==> config.mk <==
export PLATFORM = sky130hd
export DESIGN_NAME = cplx_calc_p
export DESIGN_NICKNAME = d
export VERILOG_FILES = /design/src/rtl/cplx_calc_p.sv
export SDC_FILE = /design/constraint.sdc
export NUM_CORES = 1
export LEC_CHECK = 0
export CORE_MARGIN = 3
export CORE_UTILIZATION = 60
export CTS_CLUSTER_SIZE = 10
export DETAILED_ROUTE_END_ITERATION = 12
export GPL_ROUTABILITY_DRIVEN = 0
export PLACE_DENSITY = 0.79
export SLEW_MARGIN = 30
export SYNTH_ARGS = -nofsm -noshare
export SYNTH_HDL_FRONTEND = slang
export SYNTH_SLANG_ARGS = --single-unit
==> constraint.sdc <==
create_clock -name clk -period 9 [get_ports clk]
set_input_delay 1.35 -clock clk [delete_from_list [all_inputs] [get_ports clk]]
set_output_delay 1.35 -clock clk [all_outputs]
set_load 0.01 [all_outputs]
==> src/rtl/cplx_calc_p.sv <==
// cplx_calc_p: streaming complex add/sub/mul/conj-mul on one shared MAC.
//
// A frame is four signed W-bit words (Are, Aim, Bre, Bim). MODE is taken
// with the first word. The result leaves as two OW-bit words, real part
// first, each held until OUT_READY accepts it.
//
//   state   | meaning
//   --------+-----------------------------------------------------------
//   IDLE    | waiting for Are; MODE is captured with it
//   LOAD    | collecting Aim, Bre, Bim
//   CALC    | one MAC step per cycle (2 add/sub, 4 mul), then write-back
//   OUT     | real part offered, then imaginary part, one per handshake
//
// The CALC write-back cycle moves res_re onto OUT. As a result, OUT_VALID
// rises 3 edges after the 4th word for add/sub and 5 edges after it for mul.

module cplx_calc_p #(
    parameter int W = 8
) (
    input  logic          clk,
    input  logic          rst,
    input  logic          IN_VALID,
    output logic          IN_READY,
    input  logic [1:0]    MODE,
    input  logic [W-1:0]  IN,
    output logic          OUT_VALID,
    input  logic          OUT_READY,
    output logic [2*W:0]  OUT
);

    localparam int OW = 2*W + 1;

    typedef enum logic [1:0] {
        ST_IDLE = 2'd0,
        ST_LOAD = 2'd1,
        ST_CALC = 2'd2,
        ST_OUT  = 2'd3
    } state_t;

    state_t          state;
    logic [1:0]      word_cnt;
    logic [1:0]      mode_q;
    logic [W-1:0]    are;
    logic [W-1:0]    aim;
    logic [W-1:0]    bre;
    logic [W-1:0]    bim;
    logic [OW-1:0]   acc;
    logic [OW-1:0]   res_re;
    logic [OW-1:0]   res_im;
    logic [2:0]      step;
    logic [2:0]      calc_last;
    logic            out_im;
    logic            in_accept;

    // W+1-bit operand views, so that negating -2^(W-1) stays representable
    logic signed [W:0]    are_x;
    logic signed [W:0]    aim_x;
    logic signed [W:0]    bre_x;
    logic signed [W:0]    bim_x;
    logic signed [W:0]    one_x;

    // MAC operands and result: Acc = C + X*Y
    logic signed [W:0]    mac_x;
    logic signed [W:0]    mac_y;
    logic signed [OW-1:0] mac_c;
    logic signed [OW-1:0] x_ext;
    logic signed [OW-1:0] y_ext;
    logic signed [OW-1:0] mac_sum;

    assign are_x = {are[W-1], are};
    assign aim_x = {aim[W-1], aim};
    assign bre_x = {bre[W-1], bre};
    assign bim_x = {bim[W-1], bim};
    assign one_x = {{W{1'b0}}, 1'b1};

    assign in_accept = IN_VALID && IN_READY;

    // add/sub need one MAC step per component; mul/conj-mul need two
    assign calc_last = mode_q[1] ? 3'd4 : 3'd2;

    // The true product always fits in OW bits, so OW-wide arithmetic is exact
    assign x_ext   = {{W{mac_x[W]}}, mac_x};
    assign y_ext   = {{W{mac_y[W]}}, mac_y};
    assign mac_sum = mac_c + x_ext * y_ext;

    // Select MAC operands for the current CALC step
    always_comb begin
        mac_x = '0;
        mac_y = '0;
        mac_c = '0;
        if (!mode_q[1]) begin
            // add/sub: component = A + B*(+/-1)
            mac_y = mode_q[0] ? -one_x : one_x;
            if (step[0] == 1'b0) begin
                mac_c = {{(OW-W){are[W-1]}}, are};
                mac_x = bre_x;
            end else begin
                mac_c = {{(OW-W){aim[W-1]}}, aim};
                mac_x = bim_x;
            end
        end else begin
            case (step[1:0])
                2'd0: begin
                    mac_x = are_x;
                    mac_y = bre_x;
                end
                2'd1: begin
                    // mul: -Aim*Bim, conj-mul: +Aim*Bim
                    mac_c = acc;
                    mac_x = aim_x;
                    mac_y = mode_q[0] ? bim_x : -bim_x;
                end
                2'd2: begin
                    // mul: +Are*Bim, conj-mul: -Are*Bim
                    mac_x = are_x;
                    mac_y = mode_q[0] ? -bim_x : bim_x;
                end
                default: begin
                    mac_c = acc;
                    mac_x = aim_x;
                    mac_y = bre_x;
                end
            endcase
        end
    end

    // Frame FSM: operand capture, MAC sequencing and output handshake
    always_ff @(posedge clk or posedge rst) begin
        if (rst) begin
            state     <= ST_IDLE;
            word_cnt  <= '0;
            mode_q    <= '0;
            are       <= '0;
            aim       <= '0;
            bre       <= '0;
            bim       <= '0;
            acc       <= '0;
            res_re    <= '0;
            res_im    <= '0;
            step      <= '0;
            out_im    <= 1'b0;
            IN_READY  <= 1'b1;
            OUT_VALID <= 1'b0;
            OUT       <= '0;
        end else begin
            case (state)
                ST_IDLE: begin
                    if (in_accept) begin
                        are      <= IN;
                        mode_q   <= MODE;
                        word_cnt <= 2'd1;
                        state    <= ST_LOAD;
                    end
                end

                ST_LOAD: begin
                    if (in_accept) begin
                        word_cnt <= word_cnt + 2'd1;
                        case (word_cnt)
                            2'd1:    aim <= IN;
                            2'd2:    bre <= IN;
                            default: begin
                                bim      <= IN;
                                step     <= '0;
                                IN_READY <= 1'b0;
                                state    <= ST_CALC;
                            end
                        endcase
                    end
                end

                ST_CALC: begin
                    if (step == calc_last) begin
                        OUT_VALID <= 1'b1;
                        OUT       <= res_re;
                        out_im    <= 1'b0;
                        state     <= ST_OUT;
                    end else begin
                        step <= step + 3'd1;
                        if (!mode_q[1]) begin
                            if (step[0] == 1'b0) begin
                                res_re <= mac_sum;
                            end else begin
                                res_im <= mac_sum;
                            end
                        end else begin
                            case (step[1:0])
                                2'd1:    res_re <= mac_sum;
                                2'd3:    res_im <= mac_sum;
                                default: acc    <= mac_sum;
                            endcase
                        end
                    end
                end

                ST_OUT: begin
                    if (OUT_READY) begin
                        if (!out_im) begin
                            OUT    <= res_im;
                            out_im <= 1'b1;
                        end else begin
                            OUT       <= '0;
                            OUT_VALID <= 1'b0;
                            out_im    <= 1'b0;
                            IN_READY  <= 1'b1;
                            state     <= ST_IDLE;
                        end
                    end
                end

                default: state <= ST_IDLE;
            endcase
        end
    end

endmodule

==> metrics.yaml <==
outcome:
  outcome: "complete, no violations"
sta:
  period_share_pct: 83.6
  setup_viol: 0
  final_hold_viol_count: 0
  worstMarginPinSlew_ns: 0.934
  skew_ns: 0.00889
  rsz0062_at_grt: "false"
  slew_headroom_pct: 37.5
  fmax_mhz: 133
  slew_violations: 0
  min_period_ns: 7.53
  tns_ns: 0
logic_synthesis:
  yosysUniqueCellTypes: 55
  synth_area_um2: 8910
  async_reset_ff_share_pct: 100
  ys_ff_latch: 112
  syn_nets: 1021
  synthFlopType: "dfrtp_1"
  synth_edf_count: 0
  synthCells: 874
  ys_seq_area_share_pct: 31.5
  ys_warn_count: 0
  syn_area_per_cell_um2: 10.2
global_route:
  grt.total_usage_pct: 23.9
  grt_first_pass_wirelength_um: 31300
  grt_max_degree: 73
  grt_pass1_vias: 6333
  grt-ovfl-total: 0
  antenna_found_initial: 0
cells_and_area:
  nets: 1041
  area_growth_pct: 9.10
  fin_util_pct: 68.5
  insertedDiodeCount: 0
  nFillCells: 1076
  drive_above_1_share_pct: 13.6
  fin_cells: 1079
setup_path:
  slowest_stage: "fa_1"
  required_ns: 9.25
  cp_cell_sequence: "buf_4 -> inv_1 -> ha_1 -> mux2_2 -> o21ai_0 -> a21oi_1 -> mux2i_1 -> a21oi_1 -> nor2b_1 -> fa_1 -> inv_1 -> fa_1 -> fa_1 -> inv_1 -> fa_1 -> inv_1 -> fa_1 -> inv_1 -> ha_1 -> nand4_1 -> and4b_1 -> a32oi_1 -> xnor2_1 -> mux2_2"
  cp-start-kind: "flop"
  crit_fanout: 16
  slowest_delay_ns: 0.69
  cp_top_family: "adder cells"
  r2r_start: "step[0]$_DFFE_PP0P_"
  path_class: "reg2reg"
  crit_start: "step[0]$_DFFE_PP0P_"
  endpoint_kind: "flop"
  crit_buf_inv: 6
  worstPathArrival_ns: 7.78
flow_run:
  cap_viol_max_count: 0
clocking:
  cts.sink_count: 112
  numCtsBuffers: 9
  ctsHoldBuffers: 0
  cts_max_level: 3
  clkLatencyLatePin_ns: 0.37
  path_clk_slew_ns: 0.07
  cts_tree: "yes"
  postCtsSetupBuffers: 0
  cts.path.max_buffers: 2
  ctsResizeCount: 0
  cts-root-buf: "clkbuf_16"
placement:
  port_buffers: 32
  dp_hpwl_um: 14100
  place_inst: 1063
route:
  ant_nets: 0
  wire_per_inst_um: 17.2
  drt-pass1-iter-count: 7
  drc_errors: 0
  via_per_inst: 5.93
  vias: 6395
  drt_iter0_markers: 490
  drt_wl_total_um: 18500
worst_hold_path:
  min_from: "res_im[4]$_DFFE_PP0P_"
  hp-class: "reg2reg"
floorplanning:
  start_util_pct: 62.8
  fp-row-count: 43
  dieArea_um2: 16400
  die_w_um: 128
  pin_count: 33
  core-area_um2: 14200
  chipHeight_um: 128
power_and_ir_drop:
  p_per_area_nw_per_um2: 99.5
  clkPwrFrac_pct: 46.2
  power_frac_seq_pct: 51.9
  p_sw_mw: 0.211
  p_sw_share_pct: 21.8
  vdd_drop_max_mv: 0.104
  p_int_mw: 0.756
  comb_power_share_pct: 1.9
  power.leakage_nw: 4.89
-- kinds of logic (layout without fill, tap and decap cells) --
group	count (synthesis)	count (layout)	synth area share, %
fa+ha+maj	133	133	25.1
compound gates	148	148	11.1
xor+xnor	23	23	2.41
flops	112	112	31.5
mux	103	103	12.8
buf+inv	169	194	7.29
simple gates	186	186	9.87
-- worst paths after layout --
check	end	slack (ns)	cells past startpoint
min	res_im[4]$_DFFE_PP0P_	0.49	2
max in group asynchronous	mode_q[1]$_DFFE_PP0P_	6.59	3
max reg2reg	res_re[16]$_DFFE_PP0P_	1.47	24
min in group asynchronous	OUT_VALID$_DFFE_PP0P_	1.38	2
min reg2reg	res_im[4]$_DFFE_PP0P_	0.49	2
max	res_re[16]$_DFFE_PP0P_	1.47	24
-- power groups by stage --
stage | combinational (mW) | clock, mW | sequential [mW]
floorplan | 0.00786 | 0 | 0.513
global placement | 0.0186 | 0 | 0.513
detailed placement | 0.0188 | 0 | 0.513
CTS | 0.0188 | 0.454 | 0.503
global route | 0.0209 | 0.470 | 0.503
finish | 0.0182 | 0.447 | 0.503
-- registers in the layout, indices dropped and copies added, names as in the netlist, 3 cells and up --
signal	cells
step	3
bre	8
OUT	17
bim	8
acc	17
aim	8
are	8
res_im	17
res_re	17
-- cells in the mapped netlist (all sizes together), types with 3 or more instances --
library cell  instances  share of area, %
a211oi                8              0.73
a21o                 13               1.1
a21oi                37               2.1
a222oi               18               2.0
a22o                  3              0.29
a311oi                4              0.39
a31o                  3              0.29
a31oi                 3              0.21
buf                  12              0.67
clkbuf               16              0.67
dfrtp               111                31
fa                   76                17
ha                   57               8.0
inv                 141               5.9
mux2                 86                11
mux2i                17               1.9
nand2                59               2.5
nand2b               15               1.1
nand3                18               1.0
nand4                 3              0.21
nor2                 54               2.3
nor2b                18               1.3
nor3                  4              0.22
o211ai                3              0.25
o21ai                40               2.2
or2                   3              0.21
xnor2                19               1.9
xor2                  3              0.29
-- routing by layer --
metal	vias up	routed length [um]	global-route usage, %	share of wire (%)
li1	2978	-	-	-
met1	3233	8480	34.0	46
met2	168	8900	38.8	48
met3	16	963	4.13	5.2
met4	0	191	5.49	1.0
met5	-	0	0	0
-- cells in the final DEF (no fill, tap or decap), types with 4 or more instances in the layout --
master,n
clkdlybuf4s50_1,32
inv_1,140
fa_1,76
nor2b_1,18
clkbuf_16,9
a21o_1,13
buf_4,4
nand2b_1,15
ha_1,57
nand2_1,59
xnor2_1,19
dfrtp_1,110
mux2i_1,17
a211oi_1,7
o21ai_0,38
mux2_2,86
a21oi_1,37
nand3_1,18
a222oi_1,18
nor2_1,52
a311oi_1,4
-- metrics by stage --
| step | power (mW) | setup slack (ns) | hold slack (ns) | cell area, um2 |
|---|---|---|---|---|
| finish | 0.968 | 1.47 | 0.492 | 9720 |
| global route | 0.994 | 0.950 | 0.508 | 9720 |
| CTS | 0.975 | 1.55 | 0.492 | 9720 |
| detailed placement | 0.532 | 1.57 | 0.474 | 9390 |
| global placement | 0.531 | 1.73 | 0.461 | 9390 |
| floorplan | 0.521 | 2.52 | 0.449 | 8910 |
-- worst reg2reg max path: cells and delay by family, from the launching register on --
family,cells,cell delay [ns]
xor gates and xnor gates,1,0.13
muxes,3,0.78
buffers and inverters,6,0.82
DFF,1,0.63
and+or+nand+nor,3,0.61
adders and majority gates,7,3.75
AOI/OAI and AO/OA,4,0.71
-- area by class of cell --
| class | count | area [um2] | share of cell area (%) |
|---|---|---|---|
| Sequential cell | 112 | 2810 | 28.8 |
| Inverter | 141 | 532 | 5.47 |
| Multi-Input combinational cell | 593 | 5470 | 56.3 |
| Clock inverter | 7 | 101 | 1.04 |
| Clock buffer | 9 | 225 | 2.32 |
| Tap cell | 180 | 225 | 2.32 |
| Timing Repair Buffer | 37 | 362 | 3.72 |
Power figures use the tool's default switching activity.
